===== src/rtl/parking_gate_controller.sv =====
// Parking lot gate controller: debounces the entry/exit loop sensors,
// arbitrates requests (exit first), steers the external 2-bit
// adder-subtractor, registers the resulting occupancy and times the
// entry/exit barriers.

// Per-sensor front end: 2-flop synchronizer, run-length debounce, and a
// rising-edge strobe of the debounced level.
module parking_gate_debounce #(
    parameter int DEBOUNCE_CYCLES = 4
) (
    input  logic clk_i,
    input  logic rst_i,
    input  logic raw_i,
    output logic rise_o
);
    localparam int CW = (DEBOUNCE_CYCLES > 1) ? $clog2(DEBOUNCE_CYCLES) : 1;

    logic [1:0]    sync_q;
    logic [CW-1:0] cnt_q, cnt_d;
    logic          lvl_q, lvl_d;
    logic          lvl_prev_q;

    // Count consecutive samples that disagree with the debounced level;
    // flip the level on the last one, any agreeing sample restarts the run.
    always_comb begin
        cnt_d = '0;
        lvl_d = lvl_q;
        if (sync_q[1] != lvl_q) begin
            if (cnt_q == CW'(DEBOUNCE_CYCLES - 1)) begin
                lvl_d = sync_q[1];
            end else begin
                cnt_d = cnt_q + 1'b1;
            end
        end
    end

    // Synchronizer, debounce state and previous level for edge detection.
    always_ff @(posedge clk_i or posedge rst_i) begin
        if (rst_i) begin
            sync_q     <= '0;
            cnt_q      <= '0;
            lvl_q      <= 1'b0;
            lvl_prev_q <= 1'b0;
        end else begin
            sync_q     <= {sync_q[0], raw_i};
            cnt_q      <= cnt_d;
            lvl_q      <= lvl_d;
            lvl_prev_q <= lvl_q;
        end
    end

    assign rise_o = lvl_q & ~lvl_prev_q;

endmodule

module parking_gate_controller #(
    parameter int DEBOUNCE_CYCLES = 4,
    parameter int GATE_CYCLES     = 8
) (
    input  logic       clk_i,
    input  logic       rst_i,
    input  logic       entry_sensor_i,
    input  logic       exit_sensor_i,
    input  logic [2:0] sum_in_i,
    output logic       op_sel_o,
    output logic [1:0] op_a_o,
    output logic [1:0] op_b_o,
    output logic [1:0] count_o,
    output logic       full_o,
    output logic       empty_o,
    output logic       entry_gate_o,
    output logic       exit_gate_o,
    output logic       denied_o
);
    localparam int NUM_SENSORS = 2;
    localparam int ENT = 0;
    localparam int EXT = 1;
    localparam int TW  = (GATE_CYCLES > 1) ? $clog2(GATE_CYCLES) : 1;

    typedef enum logic [2:0] {
        IDLE,
        COMMIT_ENTRY,
        COMMIT_EXIT,
        GATE_ENTRY,
        GATE_EXIT
    } state_t;

    state_t                 state_q, state_d;
    logic [TW-1:0]          timer_q, timer_d;
    logic [1:0]             count_q, count_d;
    logic                   op_sel_q, op_sel_d;
    logic                   denied_q, denied_d;
    logic [NUM_SENSORS-1:0] raw, rise;
    logic [NUM_SENSORS-1:0] pend_q, pend_d;
    logic [NUM_SENSORS-1:0] clr;
    logic                   unused_carry;

    // The adder carry is never needed: the IDLE guards prevent wrap.
    assign unused_carry = sum_in_i[2];

    assign raw[ENT] = entry_sensor_i;
    assign raw[EXT] = exit_sensor_i;

    for (genvar s = 0; s < NUM_SENSORS; s++) begin : g_sensor
        parking_gate_debounce #(
            .DEBOUNCE_CYCLES(DEBOUNCE_CYCLES)
        ) u_db (
            .clk_i (clk_i),
            .rst_i (rst_i),
            .raw_i (raw[s]),
            .rise_o(rise[s])
        );
    end

    // Arbitration, commit and gate timing; exit outranks entry and only one
    // request is consumed per IDLE cycle.
    always_comb begin
        state_d  = state_q;
        timer_d  = timer_q;
        count_d  = count_q;
        op_sel_d = op_sel_q;
        denied_d = 1'b0;
        clr      = '0;
        case (state_q)
            IDLE: begin
                if (pend_q[EXT] && (count_q != 2'd0)) begin
                    clr[EXT] = 1'b1;
                    op_sel_d = 1'b1;
                    state_d  = COMMIT_EXIT;
                end else if (pend_q[EXT]) begin
                    clr[EXT] = 1'b1;
                end else if (pend_q[ENT] && (count_q == 2'd3)) begin
                    clr[ENT] = 1'b1;
                    denied_d = 1'b1;
                end else if (pend_q[ENT]) begin
                    clr[ENT] = 1'b1;
                    op_sel_d = 1'b0;
                    state_d  = COMMIT_ENTRY;
                end
            end
            COMMIT_ENTRY: begin
                count_d = sum_in_i[1:0];
                timer_d = TW'(GATE_CYCLES - 1);
                state_d = GATE_ENTRY;
            end
            COMMIT_EXIT: begin
                count_d = sum_in_i[1:0];
                timer_d = TW'(GATE_CYCLES - 1);
                state_d = GATE_EXIT;
            end
            GATE_ENTRY, GATE_EXIT: begin
                if (timer_q == '0) begin
                    state_d = IDLE;
                end else begin
                    timer_d = timer_q - 1'b1;
                end
            end
            default: state_d = IDLE;
        endcase
        // A request being served or denied wins over a new edge; edges on
        // an already pending flag are absorbed.
        pend_d = (pend_q | rise) & ~clr;
    end

    // Controller state, occupancy and registered outputs.
    always_ff @(posedge clk_i or posedge rst_i) begin
        if (rst_i) begin
            state_q  <= IDLE;
            timer_q  <= '0;
            count_q  <= '0;
            op_sel_q <= 1'b0;
            denied_q <= 1'b0;
            pend_q   <= '0;
        end else begin
            state_q  <= state_d;
            timer_q  <= timer_d;
            count_q  <= count_d;
            op_sel_q <= op_sel_d;
            denied_q <= denied_d;
            pend_q   <= pend_d;
        end
    end

    assign op_sel_o     = op_sel_q;
    assign op_a_o       = count_q;
    assign op_b_o       = 2'b01;
    assign count_o      = count_q;
    assign full_o       = (count_q == 2'd3);
    assign empty_o      = (count_q == 2'd0);
    assign entry_gate_o = (state_q == GATE_ENTRY);
    assign exit_gate_o  = (state_q == GATE_EXIT);
    assign denied_o     = denied_q;

endmodule


===== config.mk =====
export PLATFORM = sky130hd
export DESIGN_NAME = parking_gate_controller
export DESIGN_NICKNAME = d
export VERILOG_FILES = /design/src/rtl/parking_gate_controller.sv
export SDC_FILE = /design/constraint.sdc
export NUM_CORES = 1
export LEC_CHECK = 0
export ABC_AREA = 1
export CORE_MARGIN = 10
export CORE_UTILIZATION = 40
export DETAILED_ROUTE_END_ITERATION = 16
export GPL_ROUTABILITY_DRIVEN = 0
export PLACE_DENSITY = 0.63
export SYNTH_ARGS = -nofsm -noshare
export SYNTH_HDL_FRONTEND = slang
export SYNTH_HIERARCHICAL = 1
export SYNTH_SLANG_ARGS = --single-unit

===== constraint.sdc =====
create_clock -name clk_i -period 1.35 [get_ports clk_i]
set_input_delay 0.135 -clock clk_i [delete_from_list [all_inputs] [get_ports clk_i]]
set_output_delay 0.135 -clock clk_i [all_outputs]
set_load 0.1 [all_outputs]

==> results.md, run 1 <==
* Buffers plus inverters on the worst setup path at 3
* Vias in the first global route at 883
* Dpl cell area at 0.00141 mm²
* Failing checks: negative setup slack
* Avg Vias per Cell at 4.72
* CP Max Fanout at 4
* CP Capture Type: output port
* Max Clock Skew at 1.84 ps
* Finish-stage setup viols at 6
* Hold_ws at 98.1 ps
* I/O Buffers at 15
* WL final at 2130 µm
* # nets final at 171
* Syn-to-layout area delta at 47.3%
* Seq/Total Area, Yosys at 54.2%
* Cells after Synth at 127
* Final slew viol count at 0
* Setup ws final at -66.8 ps
* Async set-reset flop share out of synthesis at 100%
* Fraction of layout cells with a size suffix above 1 at 33.3%
* Initial antenna violation count at 0
* Clk Tree Root Cell: clkbuf_4
* Drt drc at 0
* Unique masters post-synth at 18
* CORE AREA at 0.00271 mm²
* Die area at 0.00528 mm²
* CP peak stage delay at 500 ps
* Pin count of the biggest net entering global routing at 15
* Iteration-0 DRC count of the detailed router at 19
* CP max-delay cell: dfrtp_4
* CP Class: register to output port
* Largest cells by area after synthesis: dfrtp_1 54%, nand2_1 11%, inv_1 6.8%, ha_1 4.5%, nand3_1 4.5%
* Mapped Area at 0.00111 mm²
* Most common cell in the netlist: nand2_1
* Ant. Diodes at 0
* Standard-cell row count at 19
* Final Instance Area at 0.00163 mm²
* Synth top cells by count: 33 x nand2_1, 24 x dfrtp_1, 20 x inv_1
* RSZ-0062 raised after global routing: yes
* Most area-hungry cell type in the Yosys netlist: dfrtp_1
* Die Wd at 72.6 µm
* Initial Utilization at 40.9%
* Number of routed nets with antenna violations at 0
* Register clock-pin slew on the reported worst setup and hold paths at 130 ps
* Yosys warnings at 6
* Final-layout fill cell count at 240
* Via total after detailed routing at 897
* Post-DP HPWL at 1640 µm
* Crit path max-delay family: flip-flops
* CTS Sinks at 24
* TritonCTS Buffers at 3
* Number of flops mapped to enable cells by yosys at 0
* # IOs at 19
* Die Y at 72.6 µm
* Worst-skew pair later-pin latency at 300 ps
* Synth top area share at 54.2%
* CTS tree: yes
* Max Fclk at 706 MHz
* CTS max path bufs at 2
* First-pass GRT wire length at 3860 µm
* Worst EP arrival at 1280 ps
* Hold Path Class: primary input to async pin
* Syn_nets at 138
* Startpoint types: register
* Count of final hold-check violations at 0
* Mapped Avg Cell Area at 8.73 µm²
* Hold_buf cts at 0
* Wire length per cell after detailed routing at 11.2 µm
* CTS HTree Levels at 1
* Max-Cap Viols at 0
* Seq cells post-synth at 24
* CP Data Required Time at 1220 ps
* Period utilisation layout at 105%
* Grt ovf at 0
* Top FF cell, synth: dfrtp_1
* Cell chain of the critical path: buf_6 > nand2_4 > clkinvlp_4 > buf_12
* Status: complete, but fails checks
* Post-layout minimum cycle time at 1420 ps
* Drt pass-1 iters at 4
* Tot GR Track Use at 8.73%
-- routing by layer --
layer | GRT usage (%) | share of wire (%) | vias to the layer above
met2 | 16.1 | 56 | 11
li1 | - | - | 447
met3 | 2.72 | 4.0 | 2
met4 | 1.90 | 0.42 | 0
met1 | 9.45 | 39 | 437
met5 | 0 | 0 | -
-- placed cells by master (no fill, tap or decap), types with 3 or more instances in the layout --
cell             synthesis  layout
clkbuf_4                 0       3
nand3_1                 10       9
nand2_1                 33      29
buf_4                    4      12
o21ai_0                  6       4
dfrtp_1                 24      20
nor2_1                  10       8
clkdlybuf4s50_1          0       5
ha_1                     4       4
buf_12                   0      10
inv_1                   20      15
nand2_2                  0       3
buf_6                    0       5
inv_2                    2       4
-- metrics by stage --
step	std cells	util, %	setup TNS (ps)	setup WS (ps)
after floorplan	127	-	-559	-268
after global placement	171	51.9	0	137
after detailed placement	171	51.9	0	88.4
after CTS	184	57.1	-246	-75.1
after global routing	190	60.2	-803	-130
final	190	60.2	-144	-66.8
-- state kept, by name, indices dropped and copies added (netlist names) --
register                  count
count_o                       2
denied_o                      1
g_sensor.u_db/cnt_q           4
g_sensor.u_db/lvl_prev_q      2
g_sensor.u_db/lvl_q           2
g_sensor.u_db/sync_q          4
op_sel_o                      1
pend_q                        2
state_q                       3
timer_q                       3
-- path summary, 6_finish.rpt --
path                                             from  slack, ps  cells after the start                     endpoint
min reg2reg                g_sensor[1].u_db/sync_q[0]        370                      0   g_sensor[1].u_db/sync_q[1]
max reg2reg                                count_o[1]        -10                      7                   state_q[1]
min                                             rst_i        100                      2  g_sensor[0].u_db/lvl_prev_q
max                                        count_o[1]        -70                      4                       full_o
min in group clk_i                     entry_sensor_i        260                      1   g_sensor[0].u_db/sync_q[0]
max in group asynchronous                       rst_i        810                      2                   count_o[1]
-- repair_timing --
| item | in CTS | in global routing |
|---|---|---|
| resized for setup | 9 | 13 |
| pin swaps | 0 | 2 |
| setup endpoints to repair | 4 | 12 |
| buffers inserted | 9 | 6 |
-- logic make-up (layout without fill, tap and decap cells) --
kind of cell | after synthesis | after routing | synth area share (%)
AO/OA/AOI/OAI | 10 | 10 | 5.31
adder cells (fa/ha/maj) | 4 | 4 | 4.51
buffers and inverters | 26 | 58 | 10.2
flip-flops | 24 | 24 | 54.2
other | 2 | 2 | 0.677
AND/OR/NAND/NOR | 61 | 61 | 25.2
-- cell type report --
class                           instances  area [µm²]  area share (%)
Multi-Input combinational cell         77         440            27.0
Timing Repair Buffer                   32         397            24.3
Inverter                               22        93.8            5.75
Clock buffer                            3        22.5            1.38
Clock inverter                          1        30.0            1.84
Tap cell                               31        38.8            2.38
Sequential cell                        24         611            37.4
Power of run 1 is left out: the tool's default activity adds up to more than one toggle a clock period on the data nets, which glitch-free logic cannot reach.
==> run 2, diff against run 1 <==
--- a/config.mk
+++ b/config.mk
@@ -6,11 +6,14 @@
 export NUM_CORES = 1
 export LEC_CHECK = 0
 export ABC_AREA = 1
+export CELL_PAD_IN_SITES_DETAIL_PLACEMENT = 1
+export CELL_PAD_IN_SITES_GLOBAL_PLACEMENT = 1
 export CORE_MARGIN = 10
-export CORE_UTILIZATION = 40
+export CORE_UTILIZATION = 38
 export DETAILED_ROUTE_END_ITERATION = 16
 export GPL_ROUTABILITY_DRIVEN = 0
-export PLACE_DENSITY = 0.63
+export HOLD_SLACK_MARGIN = 0.15
+export PLACE_DENSITY = 0.77
 export SYNTH_ARGS = -nofsm -noshare
 export SYNTH_HDL_FRONTEND = slang
 export SYNTH_HIERARCHICAL = 1
==> results.md, run 2 (synthesized netlist as in run 1, its figures left out) <==
* Status: complete, but fails checks
* Failing checks: negative setup slack
* Hold path endpoint: g_sensor[1].u_db/sync_q[0]
* Initial antenna violation count at 0 (unchanged)
* Via total after detailed routing at 918 (+2.3%)
* CTS tree: yes
* Commonest non-fill, non-tap cell in the layout: nand2_1
* CP Max Fanout at 6 (+2)
* Top Registers: g_sensor.u_db/cnt_q x4, g_sensor.u_db/sync_q x4
* CP Class: register to output port
* Register clock-pin slew on the reported worst setup and hold paths at 130 ps (about the same)
* Startpoint types: register
* Setup ws final at -90.0 ps (-23.2 ps)
* Pre-CTS setup slack at 21.6 ps (-66.8 ps)
* Drt pass-1 iters at 4 (unchanged)
* Post-DP HPWL at 2000 µm (+22%)
* CTS HTree Levels at 1 (unchanged)
* Max Fclk at 694 MHz (-1.6%)
* Grt ovf at 0 (unchanged)
* Reg2Reg Depth at 7 (unchanged)
* Drt drc at 0 (unchanged)
* Most frequent cells in the layout: 31 x nand2_1, 21 x dfrtp_1, 15 x inv_1, 12 x buf_4, 10 x buf_12
* CP max-delay cell: dfrtp_4
* Worst-skew pair later-pin latency at 300 ps (about the same)
* Standard-cell row count at 19 (unchanged)
* Grt met2 use at 21.3% (+5.2 points)
* CP Data Required Time at 1220 ps (about the same)
* CP peak stage delay at 510 ps (about the same)
* Worst Hold Depth at 1
* Reg2reg start: state_q[2]
* Die Y at 74.0 µm (+1.9%)
* Period utilisation layout at 107% (+1.7 points)
* WL final at 2700 µm (+27%)
* Fraction of layout cells with a size suffix above 1 at 29.9% (-3.4 points)
* Hold path start: exit_sensor_i
* # IOs at 19 (unchanged)
* Met1 usage at 10.5% (+1.0 points)
* Vias in the first global route at 1049 (+19%)
* Pin count of the biggest net entering global routing at 14 (-1)
* First-pass GRT wire length at 4660 µm (+21%)
* Finished Layout Cells at 188 (-1.1%)
* # nets final at 169 (-1.2%)
* Cell chain of the critical path: buf_8 > nand2_4 > clkinvlp_4 > buf_12
* I/O Buffers at 15 (unchanged)
* Max-Cap Viols at 0 (unchanged)
* CP Capture Type: output port
* Ant. Diodes at 0 (unchanged)
* CORE AREA at 0.00278 mm² (+2.6%)
* Iteration-0 DRC count of the detailed router at 22 (+3)
* Finish-stage setup viols at 3 (-3)
* GRT busiest layer: met2
* Hold Path Class: primary input to register
* Tot GR Track Use at 10.7% (+2.0 points)
* Avg Vias per Cell at 4.88 (+3.4%)
* Die Wd at 74.0 µm (+1.9%)
* Initial Utilization at 39.9% (-1.0 points)
* Final core occ at 56.7% (-3.5 points)
* Met3 Track Usage GR at 1.86% (-0.86 points)
* TritonCTS Buffers at 3 (unchanged)
* Worst EP arrival at 1300 ps (+20 ps)
* Final slew viol count at 0 (unchanged)
* Placed insts at 171 (unchanged)
* Syn-to-layout area delta at 42.3%
* Count of final hold-check violations at 0 (unchanged)
* CTS Sinks at 24 (unchanged)
* Die area at 0.00548 mm² (+3.8%)
* Wire length per cell after detailed routing at 14.3 µm (+28%)
* RSZ-0062 raised after global routing: yes
* Number of routed nets with antenna violations at 0 (unchanged)
* CTS max path bufs at 2 (unchanged)
* Reg2reg setup slack at 100 ps (+110 ps)
* R2R Path End: state_q[0]
* Post-layout minimum cycle time at 1440 ps (+23.2 ps)
* Clk Tree Root Cell: clkbuf_4
* Max Clock Skew at 8.54 ps (+6.69 ps)
## run 2: cell count changes in the layout (fill, tap and decap cells not counted), sizes merged
cell         change
clkbuf           +1
inv              +1
bufinv           -1
clkinv           -1
buf              -3
dlygate4sd3      +1
## run 2: critical path, delay by kind of cell (launching register included)
| family | cells | cell delay, ps |
|---|---|---|
| buffers and inverters | 3 | 420 |
| and+or+nand+nor | 1 | 60 |
| DFF | 1 | 510 |
## run 2: worst max path at each step
stage | from | end
floorplan | count_o[1] | op_sel_o
global placement | count_o[1] | state_q[0]
detailed placement | count_o[1] | state_q[1]
CTS | count_o[0] | full_o
global route | count_o[0] | full_o
finish | count_o[0] | full_o
## run 2: area by class of cell
type,instances,area (µm²)
fillers,327,1200
flip-flops and latches,24,609
multi-input cells,77,438
repair buffers,30,377
inverters,22,88.8
well taps,31,38.8
clock buffers,4,26.3
## run 2: timing repair
action,4_1_cts,5_1_grt
resized for setup,9,7
hold buffers,1,0
endpoints found under the setup margin,6,10
setup buffers,7,5
hold endpoints to repair,12,0
pin swaps,0,3
## run 2: per-stage QoR
stage          setup TNS [ps]  area (µm²)  hold WS, ps
3_3_place_gp                0        1410          334
4_1_cts                  -230        1520          256
2_1_floorplan            -559        1130        -74.0
6_report                 -192        1580          263
3_5_place_dp                0        1410          342
5_1_grt                  -444        1580          250
## run 2: metal layers
metal | wire length [µm] | up-vias
met5 | 0 | -
met3 | 55 | 8
met4 | 45 | 0
met1 | 1050 | 450
li1 | - | 442
met2 | 1550 | 18
Power of run 2 is left out for the same reason.
==> run 3, diff against run 2 <==
--- a/config.mk
+++ b/config.mk
@@ -9,11 +9,12 @@
 export CELL_PAD_IN_SITES_DETAIL_PLACEMENT = 1
 export CELL_PAD_IN_SITES_GLOBAL_PLACEMENT = 1
 export CORE_MARGIN = 10
-export CORE_UTILIZATION = 38
+export CORE_UTILIZATION = 40
+export CTS_BUF_LIST = sky130_fd_sc_hd__clkbuf_2
 export DETAILED_ROUTE_END_ITERATION = 16
 export GPL_ROUTABILITY_DRIVEN = 0
 export HOLD_SLACK_MARGIN = 0.15
-export PLACE_DENSITY = 0.77
+export PLACE_DENSITY = 0.8
 export SYNTH_ARGS = -nofsm -noshare
 export SYNTH_HDL_FRONTEND = slang
 export SYNTH_HIERARCHICAL = 1
==> results.md, run 3 (synthesized netlist as in run 1, its figures left out) <==
* Most frequent cells in the layout: 31 x nand2_1, 21 x dfrtp_1, 15 x inv_1, 10 x buf_12
* Pin count of the biggest net entering global routing at 15 (+1)
* Die Y at 72.6 µm (-1.8%)
* CTS Sinks at 24 (unchanged)
* Stages on the worst setup path at 4 (unchanged)
* FF+latch area at 609 µm² (unchanged)
* First-pass GRT wire length at 4590 µm (-1.5%)
* TritonCTS Buffers at 3 (unchanged)
* Final core occ at 59.0% (+2.3 points)
* Setup ws final at -114 ps (-24.1 ps)
* Failing checks: negative setup slack
* Final-layout fill cell count at 307 (-6.1%)
* Fraction of layout cells with a size suffix above 1 at 30.3% (+0.39 points)
* Reg2reg setup slack at 30 ps (-70 ps)
* CP Data Required Time at 1220 ps (about the same)
* Post-layout minimum cycle time at 1460 ps (+24.1 ps)
* Final slew viol count at 0 (unchanged)
* Max Fclk at 683 MHz (-1.6%)
* R2R Path End: op_sel_o
* # nets final at 167 (-1.2%)
* Avg Vias per Cell at 4.83 (-1.0%)
* Syn-to-layout area delta at 44.4%
* Hold path start: exit_sensor_i
* Reg2Reg Depth at 7 (unchanged)
* Die Wd at 72.6 µm (-1.8%)
* Iteration-0 DRC count of the detailed router at 16 (-27%)
* Count of final hold-check violations at 0 (unchanged)
* Initial antenna violation count at 0 (unchanged)
* I/O Buffers at 15 (unchanged)
* Worst Hold Depth at 1 (unchanged)
* CP max-delay cell: dfrtp_4
* Initial Utilization at 40.9% (+1.0 points)
* Critical path origin: count_o[0]
* CTS max path bufs at 2 (unchanged)
* CTS HTree Levels at 1 (unchanged)
* CP Class: register to output port
* Die area at 0.00528 mm² (-3.7%)
* Ant. Diodes at 0 (unchanged)
* Buffers plus inverters on the worst setup path at 3 (unchanged)
* Max-Cap Viols at 0 (unchanged)
* Dpl cell area at 0.00141 mm² (unchanged)
* Crit path to: full_o
* Drt pass-1 iters at 4 (unchanged)
* CORE AREA at 0.00271 mm² (-2.6%)
* Multi-input combinational cell area at 449 µm² (+2.6%)
* Post-DP HPWL at 1970 µm (-1.5%)
* Grt ovf at 0 (unchanged)
* CP peak stage delay at 530 ps (+20 ps)
* Vias in the first global route at 982 (-6.4%)
* Status: complete, but fails checks
* Period utilisation layout at 108% (+1.8 points)
* Max Clock Skew at 15.2 ps (+6.65 ps)
* RSZ-0062 raised after global routing: yes
* CTS tree: yes
* WL final at 2590 µm (-3.8%)
* Cell chain of the critical path: buf_8 > nand2_4 > clkinvlp_4 > buf_12
* Reg2reg start: count_o[0]
* Via total after detailed routing at 899 (-2.1%)
* Finish-stage setup viols at 6 (+3)
* Top Registers: g_sensor.u_db/cnt_q x4, g_sensor.u_db/sync_q x4
* Worst-skew pair later-pin latency at 340 ps (+40 ps)
* Crit path max-delay family: flip-flops
* Worst EP arrival at 1330 ps (+30 ps)
* Tot GR Track Use at 10.7% (about the same)
* CP Capture Type: output port
* Drt drc at 0 (unchanged)
* Commonest non-fill, non-tap cell in the layout: nand2_1
* Final Instance Area at 0.00160 mm² (+1.4%)
* Pre-CTS setup slack at 22.1 ps (+0.442 ps)
* Hold Path Class: primary input to register
* Clk Tree Root Cell: clkbuf_2
* Standard-cell row count at 19 (unchanged)
* Number of routed nets with antenna violations at 0 (unchanged)
* Startpoint types: register
* Wire length per cell after detailed routing at 13.9 µm (-2.8%)
* CP Max Fanout at 5 (-1)
* # IOs at 19 (unchanged)
* Register clock-pin slew on the reported worst setup and hold paths at 210 ps (+80 ps)
run 3: final cells by class:
cell class | count | share of cell area, %
flip-flops and latches | 24 | 38.1
multi-input cells | 77 | 28.1
clock buffers | 3 | 0.938
inverters | 22 | 5.55
clock inverters | 1 | 1.88
repair buffers | 28 | 23.1
well taps | 31 | 2.42
run 3: worst register-to-register path, cell delays in order (launching register included):
cell and delay, ps:
dfrtp_4 530, buf_8 140, nand2_4 60, clkinvlp_4 100, buf_4 140, buf_4 120, o21ai_2 110, nand2_1 70
run 3: worst min path at each step:
| stage | endpoint | slack, ps |
|---|---|---|
| floorplan | g_sensor[0].u_db/cnt_q[0] | -70 |
| global placement | g_sensor[1].u_db/sync_q[1] | 330 |
| detailed placement | g_sensor[1].u_db/sync_q[1] | 340 |
| CTS | g_sensor[1].u_db/sync_q[0] | 190 |
| global route | g_sensor[1].u_db/sync_q[0] | 160 |
| finish | g_sensor[1].u_db/sync_q[0] | 210 |
run 3: through the flow:
stage                     setup TNS, ps  hold slack, ps  std cells
final                              -469             211        186
after global routing              -1210             161        186
after CTS                          -787             188        184
after detailed placement              0             337        171
after global placement                0             333        171
after floorplan                    -559           -74.0        127
run 3: what timing repair did:
action / in CTS / in global routing
hold buffers: 1 / 0
setup buffers: 8 / 2
gates resized for setup: 12 / 9
pin swaps: 0 / 1
endpoints found under the setup margin: 12 / 14
hold endpoints to repair: 24 / 0
run 3: per-layer routing:
layer	vias to the layer above	wire length (µm)	GRT usage, %
li1	441	-	-
met1	445	922	10.6
met2	11	1570	21.2
met3	2	87	3.27
met4	0	13	1.90
met5	-	0	0
Power of run 3 is left out for the same reason.
